==> src/rtl/reg_wb_arbiter_pkg.sv <==
// Shared constants for the register-file writeback path.
// Pure definitions: no logic, no latency, no backpressure.
package reg_pkg;

    localparam int NUM_REQ    = 3;
    localparam int DATA_WIDTH = 32;
    localparam int ADDR_WIDTH = 5;
    localparam int ZERO_REG   = 0;

    typedef enum logic [1:0] {
        REQ_ALU  = 2'd0,
        REQ_LOAD = 2'd1,
        REQ_MDU  = 2'd2
    } req_id_e;

endpackage

==> src/rtl/reg_wb_arbiter_if.sv <==
// Writeback requests, reservation marks, register-file write port and busy scoreboard.
// Wires only; timing and backpressure are defined by the arbiter behind the slave modport.
interface reg_wb_arbiter_if #(
    parameter int NUM_REQ    = reg_pkg::NUM_REQ,
    parameter int DATA_WIDTH = reg_pkg::DATA_WIDTH,
    parameter int ADDR_WIDTH = reg_pkg::ADDR_WIDTH
);
    logic [NUM_REQ-1:0]            req_valid;
    logic [NUM_REQ-1:0]            req_ready;
    logic [NUM_REQ*ADDR_WIDTH-1:0] req_waddr;
    logic [NUM_REQ*DATA_WIDTH-1:0] req_wdata;
    logic                          mark_valid;
    logic [ADDR_WIDTH-1:0]         mark_addr;
    logic                          rf_wen;
    logic [ADDR_WIDTH-1:0]         rf_waddr;
    logic [DATA_WIDTH-1:0]         rf_wdata;
    logic [31:0]                   busy_vec;

    modport master (
        output req_valid, req_waddr, req_wdata, mark_valid, mark_addr,
        input  req_ready, rf_wen, rf_waddr, rf_wdata, busy_vec
    );

    modport slave (
        input  req_valid, req_waddr, req_wdata, mark_valid, mark_addr,
        output req_ready, rf_wen, rf_waddr, rf_wdata, busy_vec
    );
endinterface

==> src/rtl/reg_wb_arbiter_rr.sv <==
// Round-robin arbiter: combinational one-hot grant from a registered priority pointer.
// Zero latency; grants whenever any request is valid, pointer moves past the winner.
module rr_arbiter #(
    parameter int N = 3,
    localparam int IW = (N > 1) ? $clog2(N) : 1
) (
    input  logic          clk,
    input  logic          rst,
    input  logic [N-1:0]  req_i,
    output logic [N-1:0]  grant_o,
    output logic [IW-1:0] grant_idx_o,
    output logic          grant_vld_o
);
    logic [IW-1:0] ptr_q, ptr_d;
    logic [IW-1:0] cidx;
    int            cand;

    // Walk offsets from farthest to nearest so the nearest valid requester is written last.
    always_comb begin
        grant_o     = '0;
        grant_idx_o = '0;
        grant_vld_o = 1'b0;
        cand        = 0;
        cidx        = '0;
        for (int k = N - 1; k >= 0; k--) begin
            cand = int'(ptr_q) + k;
            if (cand >= N) cand = cand - N;
            cidx = IW'(cand);
            if (req_i[cidx]) begin
                grant_idx_o = cidx;
                grant_vld_o = 1'b1;
            end
        end
        if (grant_vld_o) grant_o[grant_idx_o] = 1'b1;
    end

    always_comb begin
        ptr_d = ptr_q;
        if (grant_vld_o) begin
            ptr_d = (grant_idx_o == IW'(N - 1)) ? '0 : grant_idx_o + IW'(1);
        end
    end

    always_ff @(posedge clk or posedge rst) begin
        if (rst) ptr_q <= '0;
        else     ptr_q <= ptr_d;
    end
endmodule

==> src/rtl/reg_wb_arbiter.sv <==
// Shares the single register-file write port among NUM_REQ writeback units and tracks busy registers.
// One cycle accept-to-write; never stalls, so any valid request is accepted in its cycle.
module reg_wb_arbiter #(
    parameter int NUM_REQ    = reg_pkg::NUM_REQ,
    parameter int DATA_WIDTH = reg_pkg::DATA_WIDTH,
    parameter int ADDR_WIDTH = reg_pkg::ADDR_WIDTH
) (
    input  logic           clk,
    input  logic           rst,
    reg_wb_arbiter_if.slave bus
);
    import reg_pkg::*;

    localparam int IW = (NUM_REQ > 1) ? $clog2(NUM_REQ) : 1;

    logic [NUM_REQ-1:0]    grant;
    logic [IW-1:0]         grant_idx;
    logic                  grant_vld;
    logic [ADDR_WIDTH-1:0] sel_waddr;
    logic [DATA_WIDTH-1:0] sel_wdata;

    logic                  rf_wen_q,   rf_wen_d;
    logic [ADDR_WIDTH-1:0] rf_waddr_q, rf_waddr_d;
    logic [DATA_WIDTH-1:0] rf_wdata_q, rf_wdata_d;
    logic [31:0]           busy_q,     busy_d;

    rr_arbiter #(.N(NUM_REQ)) u_rr (
        .clk         (clk),
        .rst         (rst),
        .req_i       (bus.req_valid),
        .grant_o     (grant),
        .grant_idx_o (grant_idx),
        .grant_vld_o (grant_vld)
    );

    assign bus.req_ready = rst ? '0 : grant;

    always_comb begin
        sel_waddr = '0;
        sel_wdata = '0;
        for (int i = 0; i < NUM_REQ; i++) begin
            if (grant_idx == IW'(i)) begin
                sel_waddr = bus.req_waddr[i*ADDR_WIDTH +: ADDR_WIDTH];
                sel_wdata = bus.req_wdata[i*DATA_WIDTH +: DATA_WIDTH];
            end
        end
    end

    // x0 writes are accepted and registered but never enable the register file.
    always_comb begin
        rf_wen_d   = grant_vld && (sel_waddr != ADDR_WIDTH'(ZERO_REG));
        rf_waddr_d = grant_vld ? sel_waddr : rf_waddr_q;
        rf_wdata_d = grant_vld ? sel_wdata : rf_wdata_q;
    end

    // Clear before set: a fresh reservation outranks the retiring write to the same register.
    always_comb begin
        busy_d = busy_q;
        if (rf_wen_q) busy_d[rf_waddr_q] = 1'b0;
        if (bus.mark_valid && (bus.mark_addr != ADDR_WIDTH'(ZERO_REG))) begin
            busy_d[bus.mark_addr] = 1'b1;
        end
        busy_d[0] = 1'b0;
    end

    always_ff @(posedge clk or posedge rst) begin
        if (rst) begin
            rf_wen_q   <= 1'b0;
            rf_waddr_q <= '0;
            rf_wdata_q <= '0;
            busy_q     <= '0;
        end else begin
            rf_wen_q   <= rf_wen_d;
            rf_waddr_q <= rf_waddr_d;
            rf_wdata_q <= rf_wdata_d;
            busy_q     <= busy_d;
        end
    end

    assign bus.rf_wen   = rf_wen_q;
    assign bus.rf_waddr = rf_waddr_q;
    assign bus.rf_wdata = rf_wdata_q;
    assign bus.busy_vec = busy_q;
endmodule

==> src/flat_wrapper.sv <==
// flat-port wrapper written by rule: the top's interface ports become plain ports
module reg_wb_arbiter_flat import reg_pkg::*;
#(
    parameter int NUM_REQ    = reg_pkg::NUM_REQ,
    parameter int DATA_WIDTH = reg_pkg::DATA_WIDTH,
    parameter int ADDR_WIDTH = reg_pkg::ADDR_WIDTH
)
  (clk, rst, bus_req_valid, bus_req_waddr, bus_req_wdata, bus_mark_valid, bus_mark_addr, bus_req_ready, bus_rf_wen, bus_rf_waddr, bus_rf_wdata, bus_busy_vec);
  reg_wb_arbiter_if #(.NUM_REQ(NUM_REQ), .DATA_WIDTH(DATA_WIDTH), .ADDR_WIDTH(ADDR_WIDTH)) bus_i ();
  input  logic clk;
  input  logic rst;
  input wire logic [$bits(bus_i.req_valid)-1:0] bus_req_valid;
  input wire logic [$bits(bus_i.req_waddr)-1:0] bus_req_waddr;
  input wire logic [$bits(bus_i.req_wdata)-1:0] bus_req_wdata;
  input wire logic [$bits(bus_i.mark_valid)-1:0] bus_mark_valid;
  input wire logic [$bits(bus_i.mark_addr)-1:0] bus_mark_addr;
  output wire logic [$bits(bus_i.req_ready)-1:0] bus_req_ready;
  output wire logic [$bits(bus_i.rf_wen)-1:0] bus_rf_wen;
  output wire logic [$bits(bus_i.rf_waddr)-1:0] bus_rf_waddr;
  output wire logic [$bits(bus_i.rf_wdata)-1:0] bus_rf_wdata;
  output wire logic [$bits(bus_i.busy_vec)-1:0] bus_busy_vec;
  assign bus_i.req_valid = bus_req_valid;
  assign bus_i.req_waddr = bus_req_waddr;
  assign bus_i.req_wdata = bus_req_wdata;
  assign bus_i.mark_valid = bus_mark_valid;
  assign bus_i.mark_addr = bus_mark_addr;
  assign bus_req_ready = bus_i.req_ready;
  assign bus_rf_wen = bus_i.rf_wen;
  assign bus_rf_waddr = bus_i.rf_waddr;
  assign bus_rf_wdata = bus_i.rf_wdata;
  assign bus_busy_vec = bus_i.busy_vec;
  reg_wb_arbiter #(.NUM_REQ(NUM_REQ), .DATA_WIDTH(DATA_WIDTH), .ADDR_WIDTH(ADDR_WIDTH)) u_core (.clk(clk), .rst(rst), .bus(bus_i));
endmodule
==> config.mk <==
export PLATFORM = sky130hd
export DESIGN_NAME = reg_wb_arbiter_flat
export DESIGN_NICKNAME = d
export VERILOG_FILES = /design/src/rtl/reg_wb_arbiter_pkg.sv /design/src/rtl/reg_wb_arbiter_if.sv /design/src/rtl/reg_wb_arbiter_rr.sv /design/src/rtl/reg_wb_arbiter.sv /design/src/flat_wrapper.sv
export SDC_FILE = /design/constraint.sdc
export NUM_CORES = 1
export LEC_CHECK = 0
export BUFFER_PORTS_ARGS = -buffer_cell sky130_fd_sc_hd__clkbuf_2
export CAP_MARGIN = 20
export CORE_AREA = 3 3 116 90
export CTS_CLUSTER_SIZE = 30
export DETAILED_ROUTE_END_ITERATION = 12
export DIE_AREA = 0 0 119 93
export HOLD_SLACK_MARGIN = 0.12
export PLACE_DENSITY = 0.74
export SLEW_MARGIN = 20
export SYNTH_ARGS = -nofsm -noshare
export SYNTH_HDL_FRONTEND = slang
export SYNTH_HIERARCHICAL = 1
export SYNTH_SLANG_ARGS = --single-unit
==> constraint.sdc <==
create_clock -name clk -period 4.1 [get_ports clk]
set_input_delay 0.41 -clock clk [delete_from_list [all_inputs] [get_ports clk]]
set_output_delay 0.41 -clock clk [all_outputs]
set_load 0.03 [all_outputs]
==> impl_metrics.ini, run 1 <==
[layout]
final_cell_mix = clkbuf_2, nor2_1, a21oi_1, dfrtp_1, o21ai_0
final_nets = 715
num-fill-cells = 846
layoutNonFillerInstCount = 728
design_area_um2 = 5070
regArea_um2 = 1780
antennaDiodeCount = 0
multiInputGateArea_um2 = 1740
final_common_cell = clkbuf_2
drive_gt1_share_pct = 37.2
area_growth_pct = 36.6

[grt]
grt_max_degree = 41
track_usage_pct = 19.8
grt_pass1_vias = 3744
grt_pass1_wl_um = 17900
gr-total-overflow = 0
antenna_found_initial = 0

[run_status]
run_status = completed

[yosys]
synth_top_family_by_area = compound AO/OA/AOI/OAI gates
ys_seq_area_share_pct = 47.9
synth_top_cell_by_area = dfrtp_1
yosys_warnings = 6
synth_mux_area_share_pct = 10.3
syn_area_um2 = 3710
synth-seq-cells = 71
syn-num-nets = 531
synth_cells = 407
synth.avg_cell_area_um2 = 9.12
synthSimpleGateAreaFrac_pct = 13.5
synth.top_cells.by_area = dfrtp_1, a21oi_1, mux2i_1, o21ai_0, nor2_1
synthAdderAreaFrac_pct = 0.977
synth-compound-area-share_pct = 21.6
ys_types = 38
synth_top_area_share_pct = 47.9
yosys.area_share.xor_xnor_pct = 0

[worst_setup_path]
cp-start-kind = flop
critPathCaptureType = flop
required_ns = 4.34
critical_path_class = reg -> reg
crit_arrival_ns = 3.21
critPathMaxFanout = 20

[placement]
gp_congestion = 0.901
port-buffer-count = 193
post-dp-hpwl_um = 8470
place_area_um2 = 4710
place_ws_ns = 1.11
dp_cells = 711

[timing]
period_needed_ns = 2.97
worst_pin_slew_ns = 0.912
setup_viol = 0
fin_ws_ns = 1.13
relSlewSlack_pct = 39.1
hold_violations = 0
rsz0062_at_grt = false
finClkSkew_ns = 0.00643
fin_tns_setup_ns = 0
slew_viol_final = 0
fmax_mhz = 336
post-route-period-util_pct = 72.5

[run]
max-cap-violations = 0

[cts]
htreeDepth = 3
cts.clk_slew.worst_paths_ns = 0.06
numCtsBuffers = 9
cts.sinks = 71
post_cts_buffers = 0
clkLatencyLatePin_ns = 0.32
cts_resized = 0
tritoncts = done
clockBufferDepth = 2
root_buffer = clkbuf_16

[min_path]
hp-class = in -> reg

[power_and_ir_drop]
peakVddDrop_mv = 0.371
leakagePower_nw = 2.42
p_per_area_nw_per_um2 = 934

[floorplan]
ios = 195
die_x_um = 119
die_area_um2 = 11100
rows = 31
start_util_pct = 39.1
die_h_um = 93
coreArea_um2 = 9500

[drt]
final_antenna_net_count = 0
dr.pass1.iters = 5
detail_route.wl_per_cell_um = 15.3
drt_iter0_drc = 192
via_per_inst = 5.14
drc_errors = 0
via_count = 3740
routed_wl_um = 11200
-- worst max-delay path, stage by stage (launching register included) --
cell	delay, ns
dfrtp_1	0.35
inv_1	0.07
ha_1	0.40
maj3_2	0.34
o221a_2	0.41
nor2b_2	0.67
buf_4	0.38
a21oi_1	0.10
a21oi_1	0.16
-- synth_stat cells, drive strengths merged --
cell type	number
a211oi	1
a21oi	76
a41oi	1
and2	2
buf	16
clkbuf	9
conb	1
dfrtp	71
dlymetal6s2s	1
ha	2
inv	7
maj3	1
mux2	1
mux2i	37
nand2	6
nand3	4
nand3b	10
nor2	78
nor2b	4
nor3	1
o21ai	62
o21bai	1
o221a	2
o22ai	1
o2bb2ai	1
o31ai	3
o32a	1
o32ai	1
or3	2
or3b	4
-- logic make-up after synthesis --
group / Yosys count
multiplexers: 38
AND/OR/NAND/NOR: 111
buffers and inverters: 33
flip-flops: 71
other: 1
AO/OA/AOI/OAI: 150
adder cells (fa/ha/maj): 3
-- stage by stage --
step | util [%] | total power [mW] | hold slack (ns)
after CTS | 53.4 | 4.77 | 0.369
final | 53.4 | 4.74 | 0.381
after global placement | 49.5 | 3.76 | 0.313
after detailed placement | 49.5 | 3.85 | 0.329
after global routing | 53.4 | 5.04 | 0.387
after floorplan | - | 3.18 | 0.151
-- state kept, by name (all words and copies together) (netlist names) --
register	flops
u_core/bus.busy_vec	31
u_core/bus.rf_wdata	32
u_core/u_rr/ptr_q	2
u_core/bus.rf_waddr	5
u_core/bus.rf_wen	1
-- repair_timing --
action                                  in CTS  in global routing
endpoints found under the setup margin       0                  0
hold buffers                                 1                  0
hold endpoints to repair                     2                  0
-- worst paths after layout --
kind	start	to	slack, ns	cells after the start
min reg2reg	u_core/bus.busy_vec[29]$_DFF_PP0_	u_core/bus.busy_vec[29]$_DFF_PP0_	0.51	2
max reg2reg	u_core/u_rr/ptr_q[0]$_DFFE_PP0P_	u_core/bus.rf_wdata[15]$_DFFE_PP0P_	1.13	8
max	u_core/u_rr/ptr_q[0]$_DFFE_PP0P_	u_core/bus.rf_wdata[15]$_DFFE_PP0P_	1.13	8
max in group asynchronous	rst	u_core/bus.busy_vec[3]$_DFF_PP0_	2.31	4
min in group asynchronous	rst	u_core/u_rr/ptr_q[0]$_DFFE_PP0P_	0.55	3
min	bus_req_wdata[83]	u_core/bus.rf_wdata[19]$_DFFE_PP0P_	0.38	3
-- routing by layer --
metal / track usage (%) / up-vias / share of wire [%]
met5: 0 / - / 0
met4: 3.95 / 0 / 0.76
met3: 4.23 / 8 / 6.5
met2: 37.0 / 150 / 52
met1: 23.6 / 1764 / 41
li1: - / 1818 / -
-- area by class of cell --
class | instances | area share [%]
Inverter | 7 | 0.518
Tap cell | 132 | 3.26
Clock inverter | 6 | 2.29
Timing Repair Buffer | 199 | 20.0
Sequential cell | 71 | 35.0
Clock buffer | 10 | 4.71
Multi-Input combinational cell | 303 | 34.2
-- power by group --
| part | leakage [nW] | total (mW) | internal, mW | switching [mW] |
|---|---|---|---|---|
| sequential | 0.808 | 1.33 | 1.07 | 0.258 |
| combinational | 1.44 | 2.51 | 0.790 | 1.72 |
| clock | 0.173 | 0.904 | 0.615 | 0.290 |
| total | 2.42 | 4.74 | 2.47 | 2.26 |
(Power assumes the default switching activity.)
==> run 2, diff against run 1 <==
Settings changed: ABC_AREA set to 1, CORE_AREA 3 3 116 90 to 3 3 115 89, DIE_AREA 0 0 119 93 to 0 0 118 92.
Clock period 4.1 ns to 2.8 ns, I/O delays scaled along.
==> impl_metrics.ini, run 2 <==
[yosys]
syn-num-nets = 580
syn_area_um2 = 3640
yosys-top-cells-count = nand2_1, dfrtp_1, o21ai_0
synth.avg_cell_area_um2 = 7.99
ys_seq_area_share_pct = 48.8
synth-seq-cells = 71
synth-edff-count = 0
synth_top_cell_by_area = dfrtp_1
async_flop_share_pct = 100
ys_types = 26
synth_top_area_share_pct = 48.8
yosys_warnings = 6
synth.most_common_cell = nand2_1
synth_cells = 456
synth.top_cells.by_area = dfrtp_1, nand2_1, o21ai_0, nor2_1, a31oi_1
ys.flop_type = dfrtp_1

[layout]
num-fill-cells = 845
largest_register_ffs = 32
regArea_um2 = 1780
final_cell_mix = clkbuf_2, nand2_1, dfrtp_1, o21ai_0, nor2_1
antennaDiodeCount = 0
drive_gt1_share_pct = 36.5
area_growth_pct = 40.4
final_nets = 773
multiInputGateArea_um2 = 1620
final_common_cell = clkbuf_2
finalCoreUtilization_pct = 56.1

[worst_setup_path]
ff2ff_path_depth = 14
cp_top_family = simple AND/OR/NAND/NOR gates
crit_arrival_ns = 2.24
critical_path_class = reg -> out
critPathMaxFanout = 7
cp-start-kind = flop
slowest_stage = dfrtp_1
cp_common_cell = inv_1
crit_cells = 13
required_ns = 2.52
path_cells = inv_1 -> ha_1 -> inv_2 -> nand3_1 -> o21ai_1 -> nand3_2 -> nand2_2 -> nor2_2 -> nand2_1 -> inv_1 -> inv_1 -> nor2_1 -> clkbuf_2
cp_num_buf_inv = 5
critical_path.max_stage_delay_ns = 0.37
critPathCaptureType = output port

[placement]
post-dp-hpwl_um = 8860
gp_congestion = 0.851
port-buffer-count = 193

[grt]
antenna_found_initial = 0
grt_pass1_vias = 3862
grt_pass1_wl_um = 18900
track_usage_pct = 21.5
gr-total-overflow = 0
grt_max_degree = 43

[power_and_ir_drop]
comb_power_share_pct = 57.7
leakagePower_nw = 2.56
netSwitchingFraction_pct = 50.3
p_seq_share_pct = 25.2
clkPwrFrac_pct = 17.1
p_switching_mw = 3.86
peakVddDrop_mv = 0.589
p_per_area_nw_per_um2 = 1500
internal_power_mw = 3.81

[cts]
hold_buffers = 1
cts_resized = 0
clockBufferDepth = 2
numCtsBuffers = 9
cts.clk_slew.worst_paths_ns = 0.06
htreeDepth = 3
cts.sinks = 71
post_cts_buffers = 0
clkLatencyLatePin_ns = 0.33
tritoncts = done
root_buffer = clkbuf_16

[floorplan]
start_util_pct = 39.9
coreArea_um2 = 9120
rows = 30
die_x_um = 118
ios = 195
die_h_um = 92
die_area_um2 = 10900

[drt]
dr.pass1.iters = 5
detail_route.wl_per_cell_um = 14.8
final_antenna_net_count = 0
drc_errors = 0
routed_wl_um = 11600
drt_iter0_drc = 204
via_count = 3987
via_per_inst = 5.10

[timing]
fin_tns_setup_ns = 0
hold_violations = 0
fmax_mhz = 396
finClkSkew_ns = 0.00690
setup_viol = 0
rsz0062_at_grt = false
relSlewSlack_pct = 58.6
post-route-period-util_pct = 90.1
slew_viol_final = 0
period_needed_ns = 2.52
worst_pin_slew_ns = 0.620

[run_status]
run_status = completed

[min_path]
whs_path_depth = 3
hp-class = in -> reg

[run]
max-cap-violations = 0
[run 2: logic make-up after synthesis]
kind of cell | count (synthesis) | share of synthesized area, %
AOI/OAI and AO/OA | 132 | 19.8
other | 1 | 0.103
and+or+nand+nor | 196 | 23.9
buffers and inverters | 54 | 6.73
adders and majority gates | 2 | 0.687
DFF | 71 | 48.8
[run 2: layout make-up]
| class | instances | area share, % |
|---|---|---|
| Clock buffer | 9 | 4.40 |
| Inverter | 36 | 2.64 |
| Tap cell | 128 | 3.13 |
| Multi-Input combinational cell | 331 | 31.8 |
| Sequential cell | 71 | 34.7 |
| Timing Repair Buffer | 200 | 20.9 |
| Clock inverter | 7 | 2.37 |
[run 2: metrics by stage]
step	total power [mW]	instances	instance area, um2	hold WS (ns)	setup slack (ns)
after floorplan	5.08	456	3640	0.0212	0.718
after global placement	6.28	765	4760	0.181	0.554
after detailed placement	6.40	765	4760	0.187	0.381
after CTS	7.73	782	5110	0.181	0.276
after global routing	8.24	782	5110	0.190	0.110
final	7.68	782	5110	0.194	0.276
[run 2: power groups by stage]
stage / Combinational, mW / Clock (mW) / Sequential [mW]
finish: 4.43 / 1.31 / 1.94
floorplan: 2.20 / 0 / 2.88
global route: 4.85 / 1.39 / 2.01
global placement: 4.35 / 0 / 1.93
detailed placement: 4.45 / 0 / 1.95
CTS: 4.45 / 1.34 / 1.94
[run 2: layer usage]
layer,GRT usage [%],part of all wire [%],vias up
met3,6.04,9.5,9
met1,26.3,40,1858
met5,0,0,-
li1,-,-,1916
met2,37.9,50,204
met4,4.78,0.82,0
[run 2: worst register-to-register path: cells and delay by family (launching register included)]
kind	cells	cell delay [ns]
fa+ha+maj	1	0.36
compound gates	2	0.24
buf+inv	5	0.84
flops	1	0.37
simple gates	6	0.55
[run 2: path summary, 6_finish.rpt]
path	start	endpoint	slack (ns)
min reg2reg	u_core/bus.busy_vec[9]$_DFF_PP0_	u_core/bus.busy_vec[9]$_DFF_PP0_	0.50
max reg2reg	u_core/u_rr/ptr_q[0]$_DFFE_PP0P_	u_core/bus.rf_wdata[6]$_DFFE_PP0P_	0.37
min in group asynchronous	rst	u_core/u_rr/ptr_q[0]$_DFFE_PP0P_	0.41
min	bus_req_wdata[90]	u_core/bus.rf_wdata[26]$_DFFE_PP0P_	0.19
max	u_core/u_rr/ptr_q[0]$_DFFE_PP0P_	bus_req_ready[0]	0.28
max in group asynchronous	rst	u_core/bus.busy_vec[28]$_DFF_PP0_	1.52
